$ cat config.mk
export PLATFORM = sky130hd
export DESIGN_NAME = imm_build_sequencer
export DESIGN_NICKNAME = d
export VERILOG_FILES = /design/src/rtl/imm_build_sequencer.sv
export SDC_FILE = /design/constraint.sdc
export NUM_CORES = 1
export LEC_CHECK = 0
export ABC_AREA = 1
export BUFFER_PORTS_ARGS = -buffer_cell sky130_fd_sc_hd__clkbuf_2
export CAP_MARGIN = 20
export CORE_ASPECT_RATIO = 1.1
export CORE_MARGIN = 2
export CORE_UTILIZATION = 40
export DETAILED_ROUTE_END_ITERATION = 8
export PLACE_DENSITY = 0.72
export SLEW_MARGIN = 10
export SYNTH_ARGS = -nofsm -noshare
export SYNTH_HDL_FRONTEND = slang
export SYNTH_SLANG_ARGS = --single-unit
$ cat constraint.sdc
create_clock -name clk -period 3.5 [get_ports clk]
set_input_delay 0.525 -clock clk [delete_from_list [all_inputs] [get_ports clk]]
set_output_delay 0.525 -clock clk [all_outputs]
set_load 0.01 [all_outputs]
$ cat src/rtl/imm_build_sequencer.sv
// imm_build_sequencer: assembles a 32-bit constant from up to four 8-bit immediate lanes,
// pushing one lane per cycle through an external 8-bit zero-extension unit and OR-ing the
// returned word into an accumulator at the lane's byte position.
// Optional feature: define IMM_SEQ_SIGN_EXT_EN to honour req_sext (sign-fill above the
// used lanes on the final build edge). Without it the result is always zero-filled.
module imm_build_sequencer #(
  parameter int unsigned LANES = 4
) (
  input  logic                 clk,
  input  logic                 rst_n,
  input  logic                 req_valid,
  output logic                 req_ready,
  input  logic [LANES*8-1:0]   req_bytes,
  input  logic [1:0]           req_len,
  input  logic                 req_sext,
  output logic [7:0]           zext_byte,
  input  logic [LANES*8-1:0]   zext_word,
  output logic                 res_valid,
  input  logic                 res_ready,
  output logic [LANES*8-1:0]   res_data,
  output logic                 busy
);

  localparam int unsigned DataW = LANES * 8;

  typedef enum logic [1:0] {StIdle, StBuild, StDone} state_e;

  state_e             state_q, state_d;
  logic [DataW-1:0]   bytes_q;
  logic [1:0]         len_q;
  logic               sext_q;
  logic [DataW-1:0]   acc_q;
  logic [1:0]         cnt_q;

  logic               accept;
  logic               last_lane;
  logic [DataW-1:0]   acc_sum;
  logic [DataW-1:0]   acc_final;

  assign accept    = req_valid && (state_q == StIdle);
  assign last_lane = (cnt_q == len_q);
  // Lane index times 8 gives the byte shift; cnt is 2 bits so the shift never exceeds 24.
  assign acc_sum   = acc_q | (zext_word << {cnt_q, 3'b000});

`ifdef IMM_SEQ_SIGN_EXT_EN
  // Sign-fill everything above the top used lane when the request asked for it.
  always_comb begin
    acc_final = acc_sum;
    if (sext_q) begin
      unique case (len_q)
        2'd0:    acc_final[31:8]  = {24{acc_sum[7]}};
        2'd1:    acc_final[31:16] = {16{acc_sum[15]}};
        2'd2:    acc_final[31:24] = {8{acc_sum[23]}};
        default: acc_final        = acc_sum;
      endcase
    end
  end
`else
  logic unused_sext;
  assign unused_sext = sext_q;

  // Zero-fill only: the final accumulate is the plain OR.
  always_comb begin
    acc_final = acc_sum;
  end
`endif

  // State register with synchronous active-low reset.
  always_ff @(posedge clk) begin
    if (!rst_n) begin
      state_q <= StIdle;
    end else begin
      state_q <= state_d;
    end
  end

  // Next-state logic.
  always_comb begin
    state_d = state_q;
    unique case (state_q)
      StIdle:  if (req_valid) state_d = StBuild;
      StBuild: if (last_lane) state_d = StDone;
      StDone:  if (res_ready) state_d = StIdle;
      default: state_d = StIdle;
    endcase
  end

  // Outputs decoded from the registered state; result reads 0 unless presented.
  always_comb begin
    req_ready = (state_q == StIdle);
    busy      = (state_q != StIdle);
    res_valid = (state_q == StDone);
    res_data  = '0;
    zext_byte = 8'h00;
    if (state_q == StDone) begin
      res_data = acc_q;
    end
    if (state_q == StBuild) begin
      zext_byte = bytes_q[{cnt_q, 3'b000} +: 8];
    end
  end

  // Request latch, accumulator and lane counter.
  always_ff @(posedge clk) begin
    if (!rst_n) begin
      bytes_q <= '0;
      len_q   <= 2'd0;
      sext_q  <= 1'b0;
      acc_q   <= '0;
      cnt_q   <= 2'd0;
    end else if (accept) begin
      bytes_q <= req_bytes;
      len_q   <= req_len;
      sext_q  <= req_sext;
      acc_q   <= '0;
      cnt_q   <= 2'd0;
    end else if (state_q == StBuild) begin
      acc_q <= last_lane ? acc_final : acc_sum;
      cnt_q <= cnt_q + 2'd1;
    end
  end

endmodule

# After elaboration in Yosys (flattened, before gate mapping)
# Index checks and enable logic that the tools add are counted.
# op_classes
n_addsub,1
mul,0
div_mod_pow,0
magnitude_cmp,0
n_eq_ne,6
n_shift,2
n_mux,6
bitwise,2
n_reduce_logical,5
# op_table
op,count
32-bit 2-to-1 mux,1
32-bit OR,1
32-bit by 6-bit variable part select with 8-bit output,1
32-bit by 5-bit << shifter with 32-bit output,1
8-bit 2-to-1 mux,1
2-bit 2-to-1 mux,3
2-bit one-hot mux with 3 select lines,1
2-bit != test (second input constant),2
3-bit AND reduction,1
2-bit by 1-bit adder with 2-bit output (second input constant),1
2-bit by 1-bit == test with 1-bit output (second input constant),1
2-bit == test,1
2-bit == test (second input constant),1
2-bit zero test,1
2-bit by 1-bit != test with 1-bit output (second input constant),1
2-bit nonzero test,1
2-bit OR reduction,1
1-bit logical AND,1
1-bit inverter,1
# word_totals
reg_bits,70
latch_bits,0
ram_bits,0
romBits,0
input_bits,71
output_inout_bits,43
elab_cells,27
n_memories,0

# Logic depth before layout (Yosys ltp)
# Gate-level depths: netlist (run 1).
# logic_depth
ltp_word,3
ltp_mapped,9
ltp_nobuf,7

# Worst setup path before layout (run 1)
# Ideal clock, no wire load.
# synth_path
path_kind,register to output
startpoint,register state_q[1]
endpoint,output res_data[10]
arrival_ps,1159
setup_slack_ps,1816
stages_incl_launch_ff,6
path_cell_list,dfxtp_1 > inv_1 > nor2_1 > inv_1 > buf_2 > nor2_1
# synth_between
elab_chain_len,2
# synth_lines
item,line_no,text
"start, declared",28,"state_e state_q, state_d;"
"start signal, assigned",71,state_q <= StIdle;
"start signal, assigned",73,state_q <= state_d;
2-bit == test,n/a,
net res_valid,18,"output logic res_valid,"
32-bit 2-to-1 mux,95,if (state_q == StDone) begin
"end, declared",20,"output logic [LANES*8-1:0] res_data,"
# The timed path passes the listed nets, and every way through them passes these cells.

# Worst setup path after layout (run 1)
# layout_path
startpoint,register cnt_q[0]
endpoint,output zext_byte[0]
# layout_between
elab_chain_len,2
# layout_lines
item,line_no,text
"start, declared",33,logic [1:0] cnt_q;
"start signal, assigned",119,cnt_q <= cnt_q + 2'd1;
32-bit by 6-bit variable part select with 8-bit output,99,"zext_byte = bytes_q[{cnt_q, 3'b000} +: 8];"
8-bit 2-to-1 mux,98,if (state_q == StBuild) begin
"end, declared",16,"output logic [7:0] zext_byte,"
# Every way passes these cells.

==> results.sh, run 1 <==
export IMPL_post_route_cells_drive_above_1_share_pct=24.7
export IMPL_setup_total_negative_slack_ps=0
export IMPL_r2r_cells=8
export IMPL_cts_root_buf="sky130_fd_sc_hd__clkbuf_8"
export IMPL_fp_row_count=35
export IMPL_cp_start_kind="flop"
export IMPL_first_global_vias=3220
export IMPL_synthesis_area_per_instance_um2=6.53
export IMPL_synth_seq_area_share_pct=40.0
export IMPL_cts_setup_buffers=0
export IMPL_syn_instance_count=537
export IMPL_synth_top_cells_by_count="sky130_fd_sc_hd__nor2_1 (129), sky130_fd_sc_hd__nand2_1 (96), sky130_fd_sc_hd__o21ai_0 (76)"
export IMPL_worst_slew_pin_transition_ps=1000
export IMPL_cts_reportedPaths_clkPinSlew_ps=90
export IMPL_crit_family="flip-flops"
export IMPL_num_nets_final=702
export IMPL_wl_um=8880
export IMPL_synth_largest_area_cell="sky130_fd_sc_hd__dfxtp_1"
export IMPL_multi_input_area_um2=1650
export IMPL_tightest_hold_check_type="input pin to flop"
export IMPL_synth_ff_type="sky130_fd_sc_hd__dfxtp_1"
export IMPL_per_cell_routed_wire_length_um=11.9
export IMPL_globalRoute_totalOverflow=0
export IMPL_cts_tree="built"
export IMPL_number_of_nets_produced_by_synthesis=608
export IMPL_power_per_cell_area_nw_per_um2=502
export IMPL_drt_antenna_violating_nets=0
export IMPL_post_cts_resized=0
export IMPL_fin_util_pct=50.5
export IMPL_setup_violations=0
export IMPL_numClockSinks=70
export IMPL_start_util_pct=41.5
export IMPL_areaGrowthSynthToFinish_pct=21.7
export IMPL_synth_warnings=0
export IMPL_fp_dieH_um=102
export IMPL_drv_max_cap_violation_count=0
export IMPL_syn_area_um2=3510
export IMPL_synth_area_leaders="sky130_fd_sc_hd__dfxtp_1 (40%), sky130_fd_sc_hd__nor2_1 (14%), sky130_fd_sc_hd__o21ai_0 (11%)"
export IMPL_hpwlAfterDp_um=6290
export IMPL_synth_ff_latch_count=70
export IMPL_dr_total_vias=3578
export IMPL_max_freq_mhz=381
export IMPL_timing_slew_headroom_pct=33.0
export IMPL_detail_route_drc_violations=0
export IMPL_dp_slack_ps=1260
export IMPL_clock_tree_htree_level_count=3
export IMPL_numPortBuffers=112
export IMPL_critical_path_slowest_cell="sky130_fd_sc_hd__dfxtp_2"
export IMPL_count_of_flip_flops_with_a_built_in_enable_after_synthesis=0
export IMPL_cts_made_buffers=9
export IMPL_postSynth_asyncResetShare_pct=0
export IMPL_critical_path_class="flop to output port"
export IMPL_timing_critical_path_cells="inv_1 > o21ai_0 > o22ai_1 > clkbuf_2"
export IMPL_postLayoutSetupSlackWorst_ps=877
export IMPL_route_detailed_vias_per_inst=4.79
export IMPL_buf_inv_on_cp=2
export IMPL_worstPathArrival_ps=2100
export IMPL_final_fill_count=885
export IMPL_setup_worst_path_end_class="output port"
export IMPL_grt_pass1_wl_um=14500
export IMPL_final_max_slew_viol_count=0
export IMPL_largest_net_degree_at_the_start_of_global_routing=40
export IMPL_critical_path_max_stage_delay_ps=730
export IMPL_gpl_final_weighted_congestion=0.785
export IMPL_design_portCount=114
export IMPL_outcome="completed"
export IMPL_yosys_area_top_type_share_pct=40.0
export IMPL_layout_area_seq_um2=1400
export IMPL_core_um2=8450
export IMPL_yosysMostFrequentCell="sky130_fd_sc_hd__nor2_1"
export IMPL_grt_util_all_layers_pct=19.4
export IMPL_cts_root_to_sink_buffers=2
export IMPL_detailedRoute_firstPassIterationCount=4
export IMPL_antenna_cells_inserted=0
export IMPL_die_area_um2=9530
export IMPL_postCtsHoldBufs=0
export IMPL_number_of_cells_on_the_critical_path=4
export IMPL_drt_iter0_markers=116
export IMPL_finalHoldViolations=0
export IMPL_worst_skew_pair_late_latency_ps=360
export IMPL_number_of_antenna_violations_at_the_first_check_in_global_routing=0
export IMPL_path_max_fanout=36
export IMPL_required_ps=2970
export IMPL_setup_skew_ps=12.4
export IMPL_rsz0062_at_grt="false"
export IMPL_die_w_um=93.3
export IMPL_netlist_cell_types=25
export IMPL_whs_path_depth=3
export IMPL_vdd_ir_drop_max_mv=0.215
export IMPL_layout_min_cycle_time_ps=2620
export IMPL_static_leakage_power_nw=2.03
export IMPL_timing_final_crit_share_pct=74.9
## worst paths after layout
path                                     from      endpoint  slack [ps]
worst max-delay path                 cnt_q[0]  zext_byte[0]         880
worst min-delay path            req_bytes[11]   bytes_q[11]         420
worst max register to register       cnt_q[0]     acc_q[26]        1500
worst min register to register       acc_q[6]      acc_q[6]         460
## where the power goes
group	switching, W	internal (W)
combinational	0.000270	0.000159
sequential	0.0000433	0.000872
clock	0.000324	0.000475
## layout make-up
class,count,area share [%]
well taps,111,3.26
clock buffers,9,2.90
clock inverters,7,2.87
inverters,63,5.66
multi-input cells,372,38.8
flip-flops and latches,70,32.9
repair buffers,115,13.7
## cell usage in the layout, fill, tap and decap left out, drive strengths merged
master      n
buf         3
xnor2       1
inv        63
clkinvlp    2
or2        10
o22ai       5
nand3b      1
nand2     100
bufinv      3
nand3      18
nor2      136
clkinv      2
dfxtp      70
a21oi      25
o21ai      76
clkbuf    121
## layer usage
layer  up-vias  part of all wire, %  routed length [µm]  track usage (%)
met1      1586                   44                3890             23.8
met5         -                    0                   0                0
met4         0                  2.7                 239             9.62
met2       131                   46                4060             31.9
met3        18                  7.7                 688             4.50
li1       1843                    -                   -                -
## kinds of logic after synthesis
group / count (synthesis) / share of synthesized area (%)
buffers and inverters: 95 / 12.9
flip-flops: 70 / 40.0
AO/OA/AOI/OAI: 106 / 15.3
AND/OR/NAND/NOR: 265 / 31.6
XOR/XNOR: 1 / 0.250
## sequential cells by signal, indices dropped and copies added, names as in the netlist
name	flops
bytes_q	32
state_q	2
acc_q	32
cnt_q	2
len_q	2
## stage by stage
stage / instances / area [µm²] / total power, W / hold slack [ps]
floorplan: 537 / 3510 / 0.00127 / 436
global placement: 731 / 4020 / 0.00136 / 443
detailed placement: 731 / 4020 / 0.00137 / 449
CTS: 747 / 4270 / 0.00217 / 410
global route: 747 / 4270 / 0.00227 / 429
finish: 747 / 4270 / 0.00214 / 416
## tightest hold or removal path: stages
cell                       delay [ps]
sky130_fd_sc_hd__clkbuf_2          70
sky130_fd_sc_hd__o21ai_0           70
sky130_fd_sc_hd__nor2_1            70
Power figures use the tool's default switching activity.
==> run 2, diff against run 1 <==
--- a/config.mk
+++ b/config.mk
@@ -5,14 +5,14 @@
 export SDC_FILE = /design/constraint.sdc
 export NUM_CORES = 1
 export LEC_CHECK = 0
-export ABC_AREA = 1
+export ABC_AREA = 0
 export BUFFER_PORTS_ARGS = -buffer_cell sky130_fd_sc_hd__clkbuf_2
 export CAP_MARGIN = 20
 export CORE_ASPECT_RATIO = 1.1
 export CORE_MARGIN = 2
 export CORE_UTILIZATION = 40
 export DETAILED_ROUTE_END_ITERATION = 8
-export PLACE_DENSITY = 0.72
+export PLACE_DENSITY = 0.76
 export SLEW_MARGIN = 10
 export SYNTH_ARGS = -nofsm -noshare
 export SYNTH_HDL_FRONTEND = slang
==> constraint.sdc (replaced) <==
create_clock -name clk -period 2.2 [get_ports clk]
set_input_delay 0.33 -clock clk [delete_from_list [all_inputs] [get_ports clk]]
set_output_delay 0.33 -clock clk [all_outputs]
set_load 0.01 [all_outputs]
==> results.sh, run 2 <==
export IMPL_critical_path_class="flop to output port"
export IMPL_cts_reportedPaths_clkPinSlew_ps=70
export IMPL_route_met2_wl_um=3770
export IMPL_route_detailed_vias_per_inst=5.00
export IMPL_synth_largest_area_cell="sky130_fd_sc_hd__dfxtp_1"
export IMPL_yosys_area_top_type_share_pct=42.1
export IMPL_areaGrowthSynthToFinish_pct=24.5
export IMPL_r2r_cells=4
export IMPL_max_freq_mhz=488
export IMPL_number_of_antenna_violations_at_the_first_check_in_global_routing=0
export IMPL_outcome="completed"
export IMPL_wl_um=8170
export IMPL_postLayoutSetupSlackWorst_ps=149
export IMPL_cts_tree="built"
export IMPL_die_w_um=91.0
export IMPL_cts_made_buffers=9
export IMPL_crit_family="flip-flops"
export IMPL_synthesis_area_per_instance_um2=9.04
export IMPL_layout_cells_most_common_list="sky130_fd_sc_hd__clkbuf_2 (112), sky130_fd_sc_hd__nand2_1 (68), sky130_fd_sc_hd__dfxtp_1 (68), sky130_fd_sc_hd__and2_1 (35), sky130_fd_sc_hd__a21boi_0 (27)"
export IMPL_fp_dieH_um=99.7
export IMPL_path_max_fanout=33
export IMPL_synth_area_leaders="sky130_fd_sc_hd__dfxtp_1 (42%), sky130_fd_sc_hd__mux2i_1 (7.8%), sky130_fd_sc_hd__nand2_1 (7.7%)"
export IMPL_hpwlAfterDp_um=6080
export IMPL_cts_root_buf="sky130_fd_sc_hd__clkbuf_8"
export IMPL_design_portCount=114
export IMPL_drt_iter0_markers=86
export IMPL_gpl_final_weighted_congestion=0.867
export IMPL_worst_skew_pair_late_latency_ps=330
export IMPL_core_um2=8000
export IMPL_cts_root_to_sink_buffers=2
export IMPL_topRoutingLayerUsed="met4"
export IMPL_syn_area_um2=3330
export IMPL_first_global_vias=2813
export IMPL_reg_largest_list="acc_q: 32 flops, bytes_q: 32 flops"
export IMPL_netlist_cell_types=35
export IMPL_synth_ff_type="sky130_fd_sc_hd__dfxtp_1"
export IMPL_power_per_cell_area_nw_per_um2=743
export IMPL_required_ps=1870
export IMPL_rsz0062_at_grt="false"
export IMPL_dp_slack_ps=275
export IMPL_setup_total_negative_slack_ps=0
export IMPL_final_fill_count=782
export IMPL_detail_route_drc_violations=0
export IMPL_layout_cells_most_common="sky130_fd_sc_hd__clkbuf_2"
export IMPL_synth_seq_area_share_pct=42.1
export IMPL_holdPathEnd="bytes_q[18]"
export IMPL_timing_slew_headroom_pct=48.5
export IMPL_count_of_flip_flops_with_a_built_in_enable_after_synthesis=0
export IMPL_synth_ff_latch_count=70
export IMPL_buf_inv_on_cp=2
export IMPL_finalHoldViolations=0
export IMPL_post_route_cells_drive_above_1_share_pct=32.4
export IMPL_number_of_nets_produced_by_synthesis=439
export IMPL_globalRoute_totalOverflow=0
export IMPL_setup_skew_ps=3.49
export IMPL_numClockSinks=70
export IMPL_detailedRoute_firstPassIterationCount=4
export IMPL_num_nets_final=542
export IMPL_worstPathArrival_ps=1720
export IMPL_postCtsHoldBufs=0
export IMPL_cp_start_kind="flop"
export IMPL_r2r_start="cnt_q[0]"
export IMPL_crit_reg2reg_capture="acc_q[22]"
export IMPL_start_util_pct=41.6
export IMPL_yosysMostFrequentCell="sky130_fd_sc_hd__dfxtp_1"
export IMPL_final_max_slew_viol_count=0
export IMPL_per_cell_routed_wire_length_um=14.0
export IMPL_worst_slew_pin_transition_ps=761
export IMPL_synth_warnings=0
export IMPL_min_from="req_bytes[18]"
export IMPL_layout_min_cycle_time_ps=2050
export IMPL_critical_path_slowest_cell="sky130_fd_sc_hd__dfxtp_1"
export IMPL_static_leakage_power_nw=1.75
export IMPL_drt_antenna_violating_nets=0
export IMPL_r2r_slack_ps=400
export IMPL_dr_total_vias=2916
export IMPL_die_area_um2=9070
export IMPL_route_layer_met1_wl_um=3650
export IMPL_fp_row_count=34
export IMPL_grt_util_all_layers_pct=18.3
export IMPL_setup_violations=0
export IMPL_whs_path_depth=3
export IMPL_clock_tree_htree_level_count=3
export IMPL_timing_critical_path_cells="nor2b_1 > buf_4 > and2_1 > clkbuf_2"
export IMPL_drv_max_cap_violation_count=0
export IMPL_synth_top_cells_by_count="sky130_fd_sc_hd__dfxtp_1 (70), sky130_fd_sc_hd__nand2_1 (68), sky130_fd_sc_hd__and2_1 (35)"
export IMPL_numPortBuffers=112
export IMPL_timing_final_crit_share_pct=93.2
export IMPL_grt_pass1_wl_um=13300
export IMPL_largest_net_degree_at_the_start_of_global_routing=35
export IMPL_antenna_cells_inserted=0
export IMPL_syn_instance_count=368
export IMPL_critical_path_max_stage_delay_ps=500
export IMPL_postSynth_asyncResetShare_pct=0
export IMPL_detailroute_wirelength_met3_um=619
export IMPL_setup_worst_path_end_class="output port"
export IMPL_tightest_hold_check_type="input pin to flop"
export IMPL_vdd_ir_drop_max_mv=0.499
-- run 2: logic make-up after synthesis --
logic type             count (synthesis)  share of synthesized area [%]
AND/OR/NAND/NOR                      143                           21.4
AO/OA/AOI/OAI                         82                           17.7
flip-flops                            70                           42.1
multiplexers                          37                           12.6
buffers and inverters                 32                           5.19
XOR/XNOR                               4                           1.05
-- run 2: tightest hold or removal path: cells and delay by family --
family                 cells  cell delay [ps]
AO/OA/AOI/OAI              1               50
buffers and inverters      1               80
AND/OR/NAND/NOR            1               40
-- run 2: worst max path at each step --
stage               startpoint      endpoint  slack [ps]  depth (start not counted)
CTS                   cnt_q[0]  zext_byte[3]         140                          3
finish              state_q[1]  res_data[16]         150                          4
global placement      cnt_q[1]     acc_q[20]         150                          3
global route        state_q[1]  res_data[20]           2                          4
floorplan           state_q[1]  zext_byte[6]         610                          4
detailed placement    cnt_q[1]     acc_q[22]         280                          4
-- run 2: what timing repair did --
action,in CTS,in global routing
buffers inserted,0,0
endpoints found under the setup margin,3,0
hold endpoints to repair,0,0
gates resized for setup,1,0
-- run 2: through the flow --
step | std cells | hold slack [ps] | cell area, µm² | power [W] | util [%]
final | 583 | 214 | 4140 | 0.00308 | 51.8
after global routing | 583 | 210 | 4140 | 0.00323 | 51.8
after CTS | 583 | 205 | 4140 | 0.00311 | 51.8
after detailed placement | 568 | 446 | 3940 | 0.00203 | 49.3
after global placement | 567 | 439 | 3940 | 0.00202 | 49.2
after floorplan | 368 | 429 | 3330 | 0.00186 | -
-- run 2: where the power goes --
| part | total [W] | switching, W | internal, W |
|---|---|---|---|
| logic | 0.000566 | 0.000302 | 0.000264 |
| clock network | 0.00108 | 0.000454 | 0.000627 |
| registers | 0.00143 | 0.0000691 | 0.00136 |
-- run 2: final cells by class --
| cell class | instances | area, µm² | area share, % |
|---|---|---|---|
| clock buffer | 10 | 128 | 3.08 |
| sequential | 70 | 1400 | 33.9 |
| multi-input combinational | 266 | 1750 | 42.3 |
| timing repair buffer | 121 | 637 | 15.4 |
| inverter | 3 | 11.3 | 0.272 |
| tap | 108 | 135 | 3.26 |
| clock inverter | 5 | 75.1 | 1.81 |
-- run 2: layer usage --
metal,vias up,GRT usage [%]
met5,-,0
met4,0,6.99
met3,14,3.64
met2,134,31.3
met1,1308,22.8
li1,1460,-
